File: config.mk
export PLATFORM = sky130hd
export DESIGN_NAME = clock_ratio_meter
export DESIGN_NICKNAME = d
export VERILOG_FILES = /design/src/rtl/clock_pkg.sv /design/src/rtl/clock_sync_edge.sv /design/src/rtl/clock_ratio_meter.sv
export SDC_FILE = /design/constraint.sdc
export NUM_CORES = 1
export LEC_CHECK = 0
export CORE_MARGIN = 5
export CORE_UTILIZATION = 52
export DETAILED_ROUTE_END_ITERATION = 10
export PLACE_DENSITY = 0.73
export SETUP_SLACK_MARGIN = 0.3
export SLEW_MARGIN = 15
export SYNTH_ARGS = -nofsm -noshare
export SYNTH_HDL_FRONTEND = slang
export SYNTH_HIERARCHICAL = 1
export SYNTH_SLANG_ARGS = --single-unit
export TNS_END_PERCENT = 5
File: constraint.sdc
create_clock -name Fast_Clock -period 2 [get_ports Fast_Clock]
set_input_delay 0.6 -clock Fast_Clock [delete_from_list [all_inputs] [get_ports Fast_Clock]]
set_output_delay 0.6 -clock Fast_Clock [all_outputs]
set_load 0.005 [all_outputs]
File: src/rtl/clock_pkg.sv
// Shared definitions for the clock ratio meter: FSM encoding, synchronizer depth,
// default counter width and the half-period to ratio conversion.
package clock_pkg;

    typedef enum logic [1:0] {
        IDLE = 2'd0,
        MEAS = 2'd1,
        TOUT = 2'd2
    } meter_state_t;

    localparam int SYNC_STAGES   = 2;
    localparam int DEFAULT_CNT_W = 16;

    // Divider convention: a half-period of H fast cycles is programmed as H-1.
    function automatic logic [31:0] ratio_of(input logic [31:0] h);
        return h - 32'd1;
    endfunction

endpackage

File: src/rtl/clock_sync_edge.sv
// Multi-flop synchronizer for an asynchronous clock input followed by an edge
// detector; RISE_ONLY=1 restricts the edge pulse to rising transitions.
module clock_sync_edge
    import clock_pkg::*;
#(
    parameter bit RISE_ONLY = 1'b0
) (
    input  logic clk_i,
    input  logic rst_ni,
    input  logic async_i,
    output logic level_o,
    output logic edge_o
);

    logic [SYNC_STAGES-1:0] sync_q;
    logic                   prev_q;

    always_ff @(posedge clk_i) begin
        if (!rst_ni) begin
            sync_q <= '0;
            prev_q <= 1'b0;
        end else begin
            sync_q <= {sync_q[SYNC_STAGES-2:0], async_i};
            prev_q <= sync_q[SYNC_STAGES-1];
        end
    end

    assign level_o = sync_q[SYNC_STAGES-1];
    assign edge_o  = RISE_ONLY ? (sync_q[SYNC_STAGES-1] & ~prev_q)
                               : (sync_q[SYNC_STAGES-1] ^ prev_q);

endmodule

File: src/rtl/clock_ratio_meter.sv
// Measures the divide ratio of Slow_Clock in Fast_Clock cycles and hands it out
// over Valid/Ack. Define CLOCK_RATIO_METER_FULL_PERIOD_EN to time full periods.
module clock_ratio_meter
    import clock_pkg::*;
#(
    parameter int CNT_W    = DEFAULT_CNT_W,
    parameter int LOCK_CNT = 2
) (
    input  logic             Fast_Clock,
    input  logic             Reset,
    input  logic             Slow_Clock,
    input  logic             Ack,
    output logic [CNT_W-1:0] Ratio,
    output logic             Valid,
    output logic             Overrun,
    output logic             Timeout,
`ifdef CLOCK_RATIO_METER_FULL_PERIOD_EN
    output logic             Ratio_Odd,
`endif
    output logic             Locked
);

    localparam int               MATCH_W = $clog2(LOCK_CNT + 1);
    localparam logic [MATCH_W-1:0] LOCK_M = MATCH_W'(LOCK_CNT);
    localparam logic [CNT_W-1:0] CNT_MAX = '1;
    localparam logic [CNT_W-1:0] CNT_ONE = CNT_W'(1);
`ifdef CLOCK_RATIO_METER_FULL_PERIOD_EN
    localparam bit RISE_ONLY = 1'b1;
`else
    localparam bit RISE_ONLY = 1'b0;
`endif

    meter_state_t       state_q, state_d;
    logic [CNT_W-1:0]   cnt_q, cnt_d;
    logic [CNT_W-1:0]   ratio_q, ratio_d;
    logic [CNT_W-1:0]   prev_h_q, prev_h_d;
    logic [MATCH_W-1:0] match_q, match_d;
    logic               valid_q, valid_d;
    logic               overrun_q, overrun_d;
    logic               term_edge;
    logic               slow_level_unused;
    logic               publish;
    logic               to_timeout;
    logic [CNT_W-1:0]   h_eff;
    logic [31:0]        ratio_full;
    logic [CNT_W-1:0]   ratio_new;
    logic               ratio_hi_unused;

    clock_sync_edge #(
        .RISE_ONLY(RISE_ONLY)
    ) u_sync (
        .clk_i  (Fast_Clock),
        .rst_ni (Reset),
        .async_i(Slow_Clock),
        .level_o(slow_level_unused),
        .edge_o (term_edge)
    );

`ifdef CLOCK_RATIO_METER_FULL_PERIOD_EN
    // A full period is two half-periods; the dropped LSB is reported separately.
    assign h_eff = {1'b0, cnt_q[CNT_W-1:1]};
`else
    assign h_eff = cnt_q;
`endif

    assign ratio_full      = ratio_of(32'(h_eff));
    assign ratio_new       = ratio_full[CNT_W-1:0];
    assign ratio_hi_unused = ^ratio_full[31:CNT_W];

    // Interval FSM and counter
    always_comb begin
        state_d    = state_q;
        cnt_d      = cnt_q;
        publish    = 1'b0;
        to_timeout = 1'b0;
        case (state_q)
            IDLE: begin
                if (term_edge) begin
                    state_d = MEAS;
                    cnt_d   = CNT_ONE;
                end
            end
            MEAS: begin
                if (term_edge) begin
                    publish = 1'b1;
                    cnt_d   = CNT_ONE;
                end else if (cnt_q == CNT_MAX) begin
                    state_d    = TOUT;
                    to_timeout = 1'b1;
                end else begin
                    cnt_d = cnt_q + CNT_ONE;
                end
            end
            TOUT: begin
                if (term_edge) begin
                    state_d = MEAS;
                    cnt_d   = CNT_ONE;
                end
            end
            default: begin
                state_d = IDLE;
                cnt_d   = '0;
            end
        endcase
    end

    // Result register, handshake and lock tracking
    always_comb begin
        ratio_d   = ratio_q;
        valid_d   = valid_q;
        overrun_d = overrun_q;
        prev_h_d  = prev_h_q;
        match_d   = match_q;
        if (publish) begin
            ratio_d  = ratio_new;
            valid_d  = 1'b1;
            prev_h_d = cnt_q;
            if (valid_q && !Ack) begin
                overrun_d = 1'b1;
            end
            if (cnt_q == prev_h_q) begin
                match_d = (match_q >= LOCK_M) ? LOCK_M : match_q + MATCH_W'(1);
            end else begin
                match_d = MATCH_W'(1);
            end
        end else if (valid_q && Ack) begin
            valid_d = 1'b0;
        end
        if (to_timeout) begin
            match_d = '0;
        end
    end

    always_ff @(posedge Fast_Clock) begin
        if (!Reset) begin
            state_q   <= IDLE;
            cnt_q     <= '0;
            ratio_q   <= '0;
            prev_h_q  <= '0;
            match_q   <= '0;
            valid_q   <= 1'b0;
            overrun_q <= 1'b0;
        end else begin
            state_q   <= state_d;
            cnt_q     <= cnt_d;
            ratio_q   <= ratio_d;
            prev_h_q  <= prev_h_d;
            match_q   <= match_d;
            valid_q   <= valid_d;
            overrun_q <= overrun_d;
        end
    end

`ifdef CLOCK_RATIO_METER_FULL_PERIOD_EN
    logic odd_q;

    always_ff @(posedge Fast_Clock) begin
        if (!Reset) begin
            odd_q <= 1'b0;
        end else if (publish) begin
            odd_q <= cnt_q[0];
        end
    end

    assign Ratio_Odd = odd_q;
`endif

    assign Ratio   = ratio_q;
    assign Valid   = valid_q;
    assign Overrun = overrun_q;
    assign Timeout = (state_q == TOUT);
    assign Locked  = (match_q >= LOCK_M);

endmodule

# Word-level counts from Yosys, hierarchy flattened
# Cells that the tools add are included.
# Widths: inputs -> output; s select.
# op_classes
eq_ne	8
n_reduce_logical	10
addsub	3
magnitude_cmp	1
mux	17
bitwise	2
# op_table
operator	n
$mux 16	3
$pmux 16 s2	1
$add 16x1->16 const B	1
$eq 16x16->1	1
$eq 16x16->1 const B	1
$sub 16x1->16 const B	1
$mux 2	5
$mux 1	7
$ne 2x2->1 const B	2
$pmux 2 s2	1
$reduce_and 2->1	2
$reduce_or 2->1	2
$ne 3x3->1 const B	1
$reduce_and 3->1	1
$add 2x1->2 const B	1
$eq 2x1->1 const B	1
$eq 2x2->1 const B	1
$ge 2x2->1 const B	1
$logic_and 1x1->1	2
$logic_not 2->1	1
$ne 2x1->1 const B	1
$reduce_bool 2->1	1
$logic_not 1->1	1
$not 1->1	1
$xor 1x1->1	1
# word_totals
ff_bits	57
wordCells	50
out_inout_bits	20

# Logic depth before layout (Yosys ltp)
# Gate-level depths: netlist (run 1).
# depth
word_depth	5
ltp_mapped	8
mapped_depth_nobuf	6

# Hierarchy
# The synthesis (run 1) kept the hierarchy.
# by_module_without_submodules
mod	seq_area_each_um2	cells_each	n_inst	area_per_inst_um2
clock_ratio_meter	1081.0	360	1	2874.0
clock_sync_edge	60.1	7	1	88.8

# Worst setup path after synthesis (run 1)
# OpenSTA, ideal clock, no wires.
# synth_path
kind	reg-to-reg
start	reg cnt_q[0]
end	reg cnt_q[2]
setup_time_ns	0.059
stages_incl_launch_ff	7
arrival_ns	1.859
setup_slack_ns	0.082
n_path_buf	1
synth_period_minus_slack_ns	1.918
path_cell_list	dfxtp_1 -> ha_1 -> nand4_2 -> or4_1 -> clkbuf_1 -> a31oi_1 -> o221a_2
# synth_via
elab_chain_len	4
elab_cells_between_ends	7
# synth_rtl
element	line_no	text
start, declared	clock_ratio_meter.sv:34	logic [CNT_W-1:0] cnt_q, cnt_d;
start signal, assigned	clock_ratio_meter.sv:145	cnt_q <= cnt_d;
$add 16x1->16	clock_ratio_meter.sv:91	cnt_d = cnt_q + CNT_ONE;
$mux 16	clock_ratio_meter.sv:87	end else if (cnt_q == CNT_MAX) begin
$mux 16	clock_ratio_meter.sv:84	if (term_edge) begin
$pmux 16 s2	clock_ratio_meter.sv:76	case (state_q)
# Several ways; a longest one is shown, not always the timed one. The select of a mux whose other input is x is not followed.
# A chain may end at the register's enable or synchronous reset.

# Final worst setup path (run 1)
# layout_path
start	reg cnt_q[6]
end	reg ratio_q[15] (netlist: Ratio[15])
# layout_via
elab_chain_len	1
# layout_rtl
element	line_no	text
$sub 16x1->16	clock_pkg.sv:16	return h - 32'd1;
end signal, assigned	clock_ratio_meter.sv:146	ratio_q <= ratio_d;
end, declared	clock_ratio_meter.sv:35	logic [CNT_W-1:0] ratio_q, ratio_d;
# Every way passes these cells.

==> results.yml, run 1 <==
detailed_routing:
  num_vias: 2926
  drc: 0
  dr.first_iter.drc_count: 272
  via_per_inst: 5.92
  first_pass_iters: 5
  wirelength_um: 8130
  ant_nets: 0
  wire_per_inst_um: 16.5
floorplan:
  start_util_pct: 53.8
  die_x_um: 85.5
  die_h_um: 85.5
  ioPinCount: 24
  coreArea_um2: 5510
  die_area_um2: 7310
  rows: 27
cts:
  clockBufferDepth: 2
  cts_tree: "done"
  hold_buffers: 0
  insertion_delay_ns: 0.34
  cts.sinks: 57
  h-tree-depth: 3
  cts.clk_slew.worst_paths_ns: 0.07
  ctsRootBufferMaster: "clkbuf_8"
  cts_buffers: 9
sta:
  holdWs_ns: 0.431
  setup_viol: 0
  finalCritPeriodShare_pct: 90.5
  final_hold_viol_count: 0
  period_needed_ns: 1.81
  grt_setup_unrepaired: "yes"
  slew_headroom_pct: 65.0
  worst_pin_slew_ns: 0.520
  final.setup.tns_ns: 0
  fin_worst_skew_ns: 0.00485
  finalMaxSlewViolations: 0
  fmax_mhz: 552
grt:
  met1_usage_pct: 30.1
  grt_use_met2_pct: 36.9
  grt_start_max_net_pins: 45
  grt_usage_pct: 23.2
  met3_usage_pct: 5.15
  grt_busiest_layer: "met2"
  grt_pass1_vias: 2611
  grt_pass1_wl_um: 13200
  antenna_found_initial: 0
  overflow: 0
final_layout:
  num_antenna_cells: 0
  layout_common_cells: "nand2_1, buf_4, dfxtp_1"
  fin_cells: 494
  drive_gt1_share_pct: 26.8
  finalNetCount: 423
  synthToLayoutAreaGrowth_pct: 30.8
  final_common_cell: "nand2_1"
  final_area_um2: 3880
placement:
  place_hpwl_um: 5450
  place_area_um2: 3470
  portBuffers: 23
  gp_congestion: 0.928
  dpl.cell_count: 469
worst_setup_path:
  critPathKind: "reg -> reg"
  worstPathRequired_ns: 2.24
  cp.arrival_ns: 2.05
  cp_max_fo: 7
  cp-end-kind: "register"
  crit_path_start_kind: "register"
worst_hold_path:
  hp-class: "reg -> reg"
logic_synthesis:
  avgSynthCellArea_um2: 8.07
  synth_area_um2: 2960
  syn-num-nets: 373
  synthDistinctLibCells: 59
  syn_inst: 367
  ys_ff_latch: 57
  yosysSeqAreaShare_pct: 38.5
  synth_async_sr_flop_share_pct: 0
  synth_edf_count: 0
  yosysWarnings: 6
  synth_flop_cell: "dfxtp_1"
outcome:
  status: "finished, final reports clean"
job:
  drv_cap: 0
power_and_ir_drop:
  powerDensity_nw_per_um2: 613
  vdd_drop_max_mv: 0.453
  leakage_uw: 0.00153
-- sequential cells by signal, summed over array words and instances, names as in the netlist --
register,cells
Ratio,16
Overrun,1
state_q,2
Valid,1
u_sync/sync_q,2
prev_h_q,16
u_sync/prev_q,1
match_q,2
cnt_q,16
-- worst max-delay path, stage by stage, from the launching register on --
cell and delay, ns:
dfxtp_2 0.36, or4_4 0.59, nor4_4 0.22, buf_4 0.19, a21boi_2 0.05, o311a_1 0.28
-- kinds of logic (layout without fill, tap and decap cells) --
group / count (synthesis) / count (layout) / share of synthesized area [%]
simple gates: 147 / 147 / 26.4
mux: 2 / 2 / 0.676
xor+xnor: 23 / 23 / 6.80
fa+ha+maj: 2 / 2 / 0.844
buf+inv: 42 / 97 / 6.50
compound gates: 94 / 94 / 20.3
flops: 57 / 57 / 38.5
-- final cells by class --
type / count / area (um^2)
Timing Repair Buffer: 74 / 647
Fill cell: 429 / 1630
Inverter: 7 / 26.3
Tap cell: 72 / 90.1
Clock inverter: 5 / 31.3
Clock buffer: 11 / 141
Sequential cell: 57 / 1160
Multi-Input combinational cell: 268 / 1780
-- timing repair --
action	CTS	global route
pin swaps	0	6
endpoints found under the setup margin	47	53
gates cloned	0	0
resized for setup	12	31
buffers inserted	2	7
-- final timing paths --
| kind | start | to | slack [ns] | cells after the start |
|---|---|---|---|---|
| setup / recovery | cnt_q[6] | Ratio[15] | 0.19 | 5 |
| hold / removal | u_sync/sync_q[0] | u_sync/sync_q[1] | 0.43 | 1 |
| setup reg to reg | cnt_q[6] | Ratio[15] | 0.19 | 5 |
| hold reg to reg | u_sync/sync_q[0] | u_sync/sync_q[1] | 0.43 | 1 |
-- routing by layer --
metal	vias up	part of all wire, %
met4	0	1.9
met3	12	5.0
met5	-	0
met2	84	49
met1	1415	44
li1	1415	-
-- Yosys cell counts, drive strengths merged (2+ instances only) --
cell	n	area, um^2
dfxtp	57	1140
nand2	54	203
a21oi	32	160
nor2	27	101
clkbuf	20	75.1
o21ai	20	100
nor4	16	128
xor2	16	140
buf	15	91.3
a211oi	9	67.6
nor3	8	40.0
nand3	7	35.0
xnor2	7	61.3
a31oi	6	37.5
inv	6	22.5
nand4	5	43.8
or4	5	41.3
and2	4	26.3
o21a	4	30.0
a311oi	3	26.3
and4	3	26.3
or3	3	18.8
a22oi	2	15.0
a32oi	2	17.5
a41oi	2	17.5
and3b	2	17.5
ha	2	25.0
mux2i	2	20.0
nand2b	2	12.5
nor2b	2	12.5
nor3b	2	15.0
o221a	2	22.5
o31ai	2	15.0
-- power breakdown --
| group | leakage, uW | total, uW | switching, uW | internal (uW) |
|---|---|---|---|---|
| clock network | 0.0000891 | 954 | 476 | 478 |
| logic | 0.000973 | 256 | 139 | 117 |
| registers | 0.000468 | 1160 | 14.2 | 1150 |
-- metrics by stage --
stage	setup slack [ns]	utilization (%)	power, uW
finish	0.190	70.4	2370
global route	0.148	70.4	2480
CTS	0.130	67.1	2370
detailed placement	-0.0459	63.0	1420
global placement	0.000411	63.0	1410
floorplan	0.209	-	1320
Power figures use the tool's default switching activity.
==> run 2, diff against run 1 <==
--- a/config.mk
+++ b/config.mk
@@ -6,9 +6,9 @@
 export NUM_CORES = 1
 export LEC_CHECK = 0
 export CORE_MARGIN = 5
-export CORE_UTILIZATION = 52
+export CORE_UTILIZATION = 40
 export DETAILED_ROUTE_END_ITERATION = 10
-export PLACE_DENSITY = 0.73
+export PLACE_DENSITY = 0.59
 export SETUP_SLACK_MARGIN = 0.3
 export SLEW_MARGIN = 15
 export SYNTH_ARGS = -nofsm -noshare
==> results.yml, run 2 (synthesis results as in run 1) <==
detailed_routing:
  num_vias: 2928
  dr.first_iter.drc_count: 250
  via_per_inst: 5.60
  wire_per_inst_um: 16.0
  ant_nets: 0
  wirelength_um: 8360
  first_pass_iters: 5
  drc: 0
outcome:
  status: "finished, final reports clean"
final_layout:
  layout_common_cells: "nand2_1, dfxtp_1, buf_4"
  finalNetCount: 425
  num_antenna_cells: 0
  fill_cells: 709
  final_common_cell: "nand2_1"
  drive_gt1_share_pct: 25.5
  synthToLayoutAreaGrowth_pct: 32.3
sta:
  finalCritPeriodShare_pct: 90.6
  period_needed_ns: 1.81
  worst_pin_slew_ns: 0.548
  fmax_mhz: 552
  setup_viol: 0
  final_hold_viol_count: 0
  final.setup.tns_ns: 0
  grt_setup_unrepaired: "yes"
  fin_ws_ns: 0.188
  fin_worst_skew_ns: 0.0119
  finalMaxSlewViolations: 0
  slew_headroom_pct: 63.4
placement:
  pre_cts_slack_ns: -0.0524
  place_hpwl_um: 5690
  gp_congestion: 0.882
  portBuffers: 23
grt:
  grt_use_met2_pct: 29.4
  overflow: 0
  grt_pass1_vias: 2674
  antenna_found_initial: 0
  met1_usage_pct: 24.8
  grt_start_max_net_pins: 45
  grt_usage_pct: 18.8
  grt_busiest_layer: "met2"
  met3_usage_pct: 4.77
  grt_pass1_wl_um: 13300
worst_hold_path:
  hp-start: "u_sync/sync_q[0]"
  hp-class: "reg -> reg"
  hold_depth: 1
  min_to: "u_sync/sync_q[1]"
floorplan:
  die_area_um2: 9230
  die_x_um: 96.1
  die_h_um: 96.1
  ioPinCount: 24
  rows: 31
  start_util_pct: 41.1
  coreArea_um2: 7210
power_and_ir_drop:
  powerDensity_nw_per_um2: 630
  vdd_drop_max_mv: 0.294
  leakage_uw: 0.00154
cts:
  cts.sinks: 57
  hold_buffers: 0
  insertion_delay_ns: 0.34
  ctsRootBufferMaster: "clkbuf_8"
  cts_tree: "done"
  clockBufferDepth: 2
  cts.clk_slew.worst_paths_ns: 0.07
  cts_buffers: 9
  h-tree-depth: 3
worst_setup_path:
  cp.arrival_ns: 2.10
  cp_max_fo: 5
  rr_startpoint: "cnt_q[0]"
  worstPathRequired_ns: 2.29
  reg2reg_depth: 5
  crit_path_start_kind: "primary input"
  critPathKind: "in -> reg"
  r2r_setup_slack_ns: 0.22
  r2r-end: "Ratio[15]"
  cp-end-kind: "register"
job:
  drv_cap: 0
## run 2: cell count changes in the layout (fill, tap and decap cells not counted), sizes merged
cell	before	now
buf	51	53
bufinv	0	1
clkinv	5	6
clkdlybuf4s50	21	20
clkinvlp	1	0
clkbuf	11	10
dlygate4sd2	1	2
## run 2: final cells by class
| type | instances | area [um^2] | area share (%) |
|---|---|---|---|
| flip-flops and latches | 57 | 1170 | 29.8 |
| multi-input cells | 268 | 1730 | 44.0 |
| clock inverters | 6 | 58.8 | 1.50 |
| repair buffers | 76 | 689 | 17.6 |
| clock buffers | 10 | 128 | 3.26 |
| inverters | 7 | 26.3 | 0.670 |
| well taps | 99 | 124 | 3.16 |
## run 2: power by group
group | internal, uW | switching, uW
Combinational | 122 | 138
Clock | 568 | 484
Sequential | 1140 | 12.9
Total | 1830 | 635
## run 2: stage by stage
stage / power, uW / area [um^2] / hold slack (ns) / instances / utilization (%)
after CTS: 2490 / 3770 / 0.452 / 516 / 52.3
after global routing: 2560 / 3920 / 0.462 / 523 / 54.3
after floorplan: 1320 / 2980 / 0.406 / 367 / -
after detailed placement: 1430 / 3550 / 0.435 / 499 / 49.2
final: 2470 / 3920 / 0.449 / 523 / 54.3
after global placement: 1430 / 3550 / 0.425 / 499 / 49.2
## run 2: worst max-delay path, cell delays in order
cell and delay [ns]:
clkdlybuf4s50_1 0.54, nor3b_1 0.50, o21a_1 0.20, o41ai_2 0.06
a21bo_2 0.20
## run 2: worst max path at each step
stage | startpoint | endpoint | slack, ns
3_3_place_gp | Reset | cnt_q[11] | -0.03
2_1_floorplan | cnt_q[6] | Ratio[15] | 0.21
6_report | Reset | cnt_q[11] | 0.19
4_1_cts | match_q[1] | Locked | 0.19
3_5_place_dp | Reset | cnt_q[11] | -0.05
5_1_grt | cnt_q[4] | cnt_q[11] | 0.14
## run 2: routing by layer
| layer | up-vias | share of wire (%) | wire (um) |
|---|---|---|---|
| li1 | 1414 | - | - |
| met5 | - | 0 | 0 |
| met4 | 0 | 1.6 | 130 |
| met2 | 81 | 47 | 3920 |
| met1 | 1422 | 46 | 3860 |
| met3 | 11 | 5.4 | 455 |
## run 2: timing repair
| item | CTS | global route |
|---|---|---|
| setup buffers | 1 | 7 |
| pin swaps | 1 | 3 |
| resized for setup | 13 | 25 |
| setup endpoints to repair | 46 | 50 |
| gates cloned | 0 | 0 |
==> run 3, diff against run 2 <==
--- a/config.mk
+++ b/config.mk
@@ -5,10 +5,11 @@
 export SDC_FILE = /design/constraint.sdc
 export NUM_CORES = 1
 export LEC_CHECK = 0
+export ABC_AREA = 1
 export CORE_MARGIN = 5
-export CORE_UTILIZATION = 40
+export CORE_UTILIZATION = 52
 export DETAILED_ROUTE_END_ITERATION = 10
-export PLACE_DENSITY = 0.59
+export PLACE_DENSITY = 0.73
 export SETUP_SLACK_MARGIN = 0.3
 export SLEW_MARGIN = 15
 export SYNTH_ARGS = -nofsm -noshare
==> results.yml, run 3 <==
detailed_routing:
  wirelength_um: 8150
  dr.first_iter.drc_count: 316
  ant_nets: 0
  num_vias: 3079
  wire_per_inst_um: 14.3
  first_pass_iters: 5
  via_per_inst: 5.39
  drc: 0
sta:
  fin_ws_ns: 0.208
  final.setup.tns_ns: 0
  finalCritPeriodShare_pct: 89.6
  fmax_mhz: 558
  slew_headroom_pct: 57.6
  final_hold_viol_count: 0
  grt_setup_unrepaired: "yes"
  period_needed_ns: 1.79
  finalMaxSlewViolations: 0
  setup_viol: 0
  worst_pin_slew_ns: 0.635
  fin_worst_skew_ns: 0.00692
final_layout:
  final_common_cell: "nand2_1"
  fin_util_pct: 64.5
  finalNetCount: 500
  fin_cells: 571
  drive_gt1_share_pct: 10.6
  num_antenna_cells: 0
  fill_cells: 507
  synthToLayoutAreaGrowth_pct: 19.0
  layout_common_cells: "nand2_1, nor2_1, inv_1"
power_and_ir_drop:
  vdd_drop_max_mv: 0.461
  leakage_uw: 0.00163
  p_sw_uw: 693
  internal-power_uw: 1900
  powerDensity_nw_per_um2: 720
  pwr-share-clk_pct: 40.5
  comb_power_share_pct: 13.1
  p_seq_share_pct: 46.4
  total_power_uw: 2590
  p_sw_share_pct: 26.8
worst_hold_path:
  hp-class: "reg -> reg"
floorplan:
  die_area_um2: 7440
  coreArea_um2: 5570
  die_x_um: 86.2
  die_h_um: 86.2
  start_util_pct: 54.2
  rows: 27
  ioPinCount: 24
logic_synthesis:
  ys_ff_latch: 57
  synthTopCellsByArea: "dfxtp_1, nand2_1, nor2_1"
  synthDistinctLibCells: 34
  yosysSeqAreaShare_pct: 37.8
  synth_flop_cell: "dfxtp_1"
  synth_area_um2: 3020
  yosysWarnings: 6
  synth.most_common_cell: "nand2_1"
  syn_inst: 467
  synth_edf_count: 0
  synth_async_sr_flop_share_pct: 0
  ys_top_cells_by_count: "nand2_1, nor2_1, dfxtp_1, inv_1, nand3_1"
  synth_area_leader_cell: "dfxtp_1"
  synth_top_area_share_pct: 37.8
  syn-num-nets: 473
  avgSynthCellArea_um2: 6.47
grt:
  grt_pass1_wl_um: 13600
  antenna_found_initial: 0
  met1_usage_pct: 31.1
  grt_pass1_vias: 2836
  grt_usage_pct: 23.4
  grt_start_max_net_pins: 27
  overflow: 0
  grt_busiest_layer: "met2"
  grt_use_met2_pct: 36.6
  met3_usage_pct: 6.08
worst_setup_path:
  critPathKind: "reg -> out"
  crit_path_start_kind: "register"
  crit_path_max_incr_delay_ns: 0.51
  critPathSlowestCell: "clkdlybuf4s50_1"
  path_cells: "clkdlybuf4s50_1"
  critical_path.top_delay_family: "buffers and inverters"
  worstPathRequired_ns: 1.40
  cp-end-kind: "output pin"
  cp.arrival_ns: 1.19
  path_buf_inv: 1
  cp_max_fo: 2
placement:
  dpl.cell_count: 553
  place_hpwl_um: 5710
  portBuffers: 23
  pre_cts_slack_ns: 0.182
  gp_congestion: 0.920
outcome:
  status: "finished, final reports clean"
cts:
  ctsRootBufferMaster: "clkbuf_8"
  clockBufferDepth: 2
  cts_tree: "done"
  cts.clk_slew.worst_paths_ns: 0.06
  hold_buffers: 0
  h-tree-depth: 3
  insertion_delay_ns: 0.34
  cts_buffers: 9
  cts.sinks: 57
job:
  drv_cap: 0
-- run 3: cell count changes after synthesis, sizes merged, moves of 11 or more --
cell,delta
o21ai,+11
nand2,+69
nor2,+43
xor2,-13
inv,+54
nor4,-15
nand3,+27
clkbuf,-12
-- run 3: final cells by class --
class,instances,area (um^2),area share (%)
inverter,60,228,6.33
multi-input combinational,327,1580,44.0
clock inverter,3,40.0,1.11
clock buffer,13,149,4.14
timing repair buffer,39,352,9.78
sequential,57,1150,32.1
tap,72,90.1,2.51
-- run 3: repair_timing --
| action | 4_1_cts | 5_1_grt |
|---|---|---|
| setup endpoints to repair | 32 | 62 |
| pin swaps | 0 | 1 |
| buffers inserted | 0 | 2 |
| resized for setup | 2 | 19 |
-- run 3: per-layer routing --
metal | vias up | wire, um
met3 | 18 | 542
met2 | 113 | 3710
li1 | 1534 | -
met5 | - | 0
met1 | 1414 | 3700
met4 | 0 | 193
-- run 3: final timing paths --
kind | start | endpoint | slack [ns] | cells past startpoint
worst max-delay path | Ratio[9] | Ratio[9] | 0.21 | 1
worst min-delay path | u_sync/sync_q[0] | u_sync/sync_q[1] | 0.43 | 2
worst max register to register | cnt_q[0] | cnt_q[8] | 0.29 | 11
worst min register to register | u_sync/sync_q[0] | u_sync/sync_q[1] | 0.43 | 2
-- run 3: cell families after synthesis --
kind of cell / synth area share [%]
DFF: 37.8
buffers and inverters: 11.1
xor gates and xnor gates: 2.90
adders and majority gates: 0.828
AOI/OAI and AO/OA: 13.7
and+or+nand+nor: 33.8
-- run 3: stage by stage --
step                area, um^2  hold slack [ns]
finish                    3600            0.430
global route              3600            0.447
CTS                       3530            0.436
detailed placement        3340            0.424
global placement          3340            0.399
floorplan                 3020            0.386
-- run 3: power by group through the flow --
| stage | sequential, uW | combinational (uW) | clock, uW |
|---|---|---|---|
| after global placement | 1220 | 314 | 0 |
| after floorplan | 1210 | 222 | 0 |
| after detailed placement | 1220 | 318 | 0 |
| final | 1200 | 340 | 1050 |
| after global routing | 1200 | 375 | 1130 |
| after CTS | 1200 | 321 | 1060 |
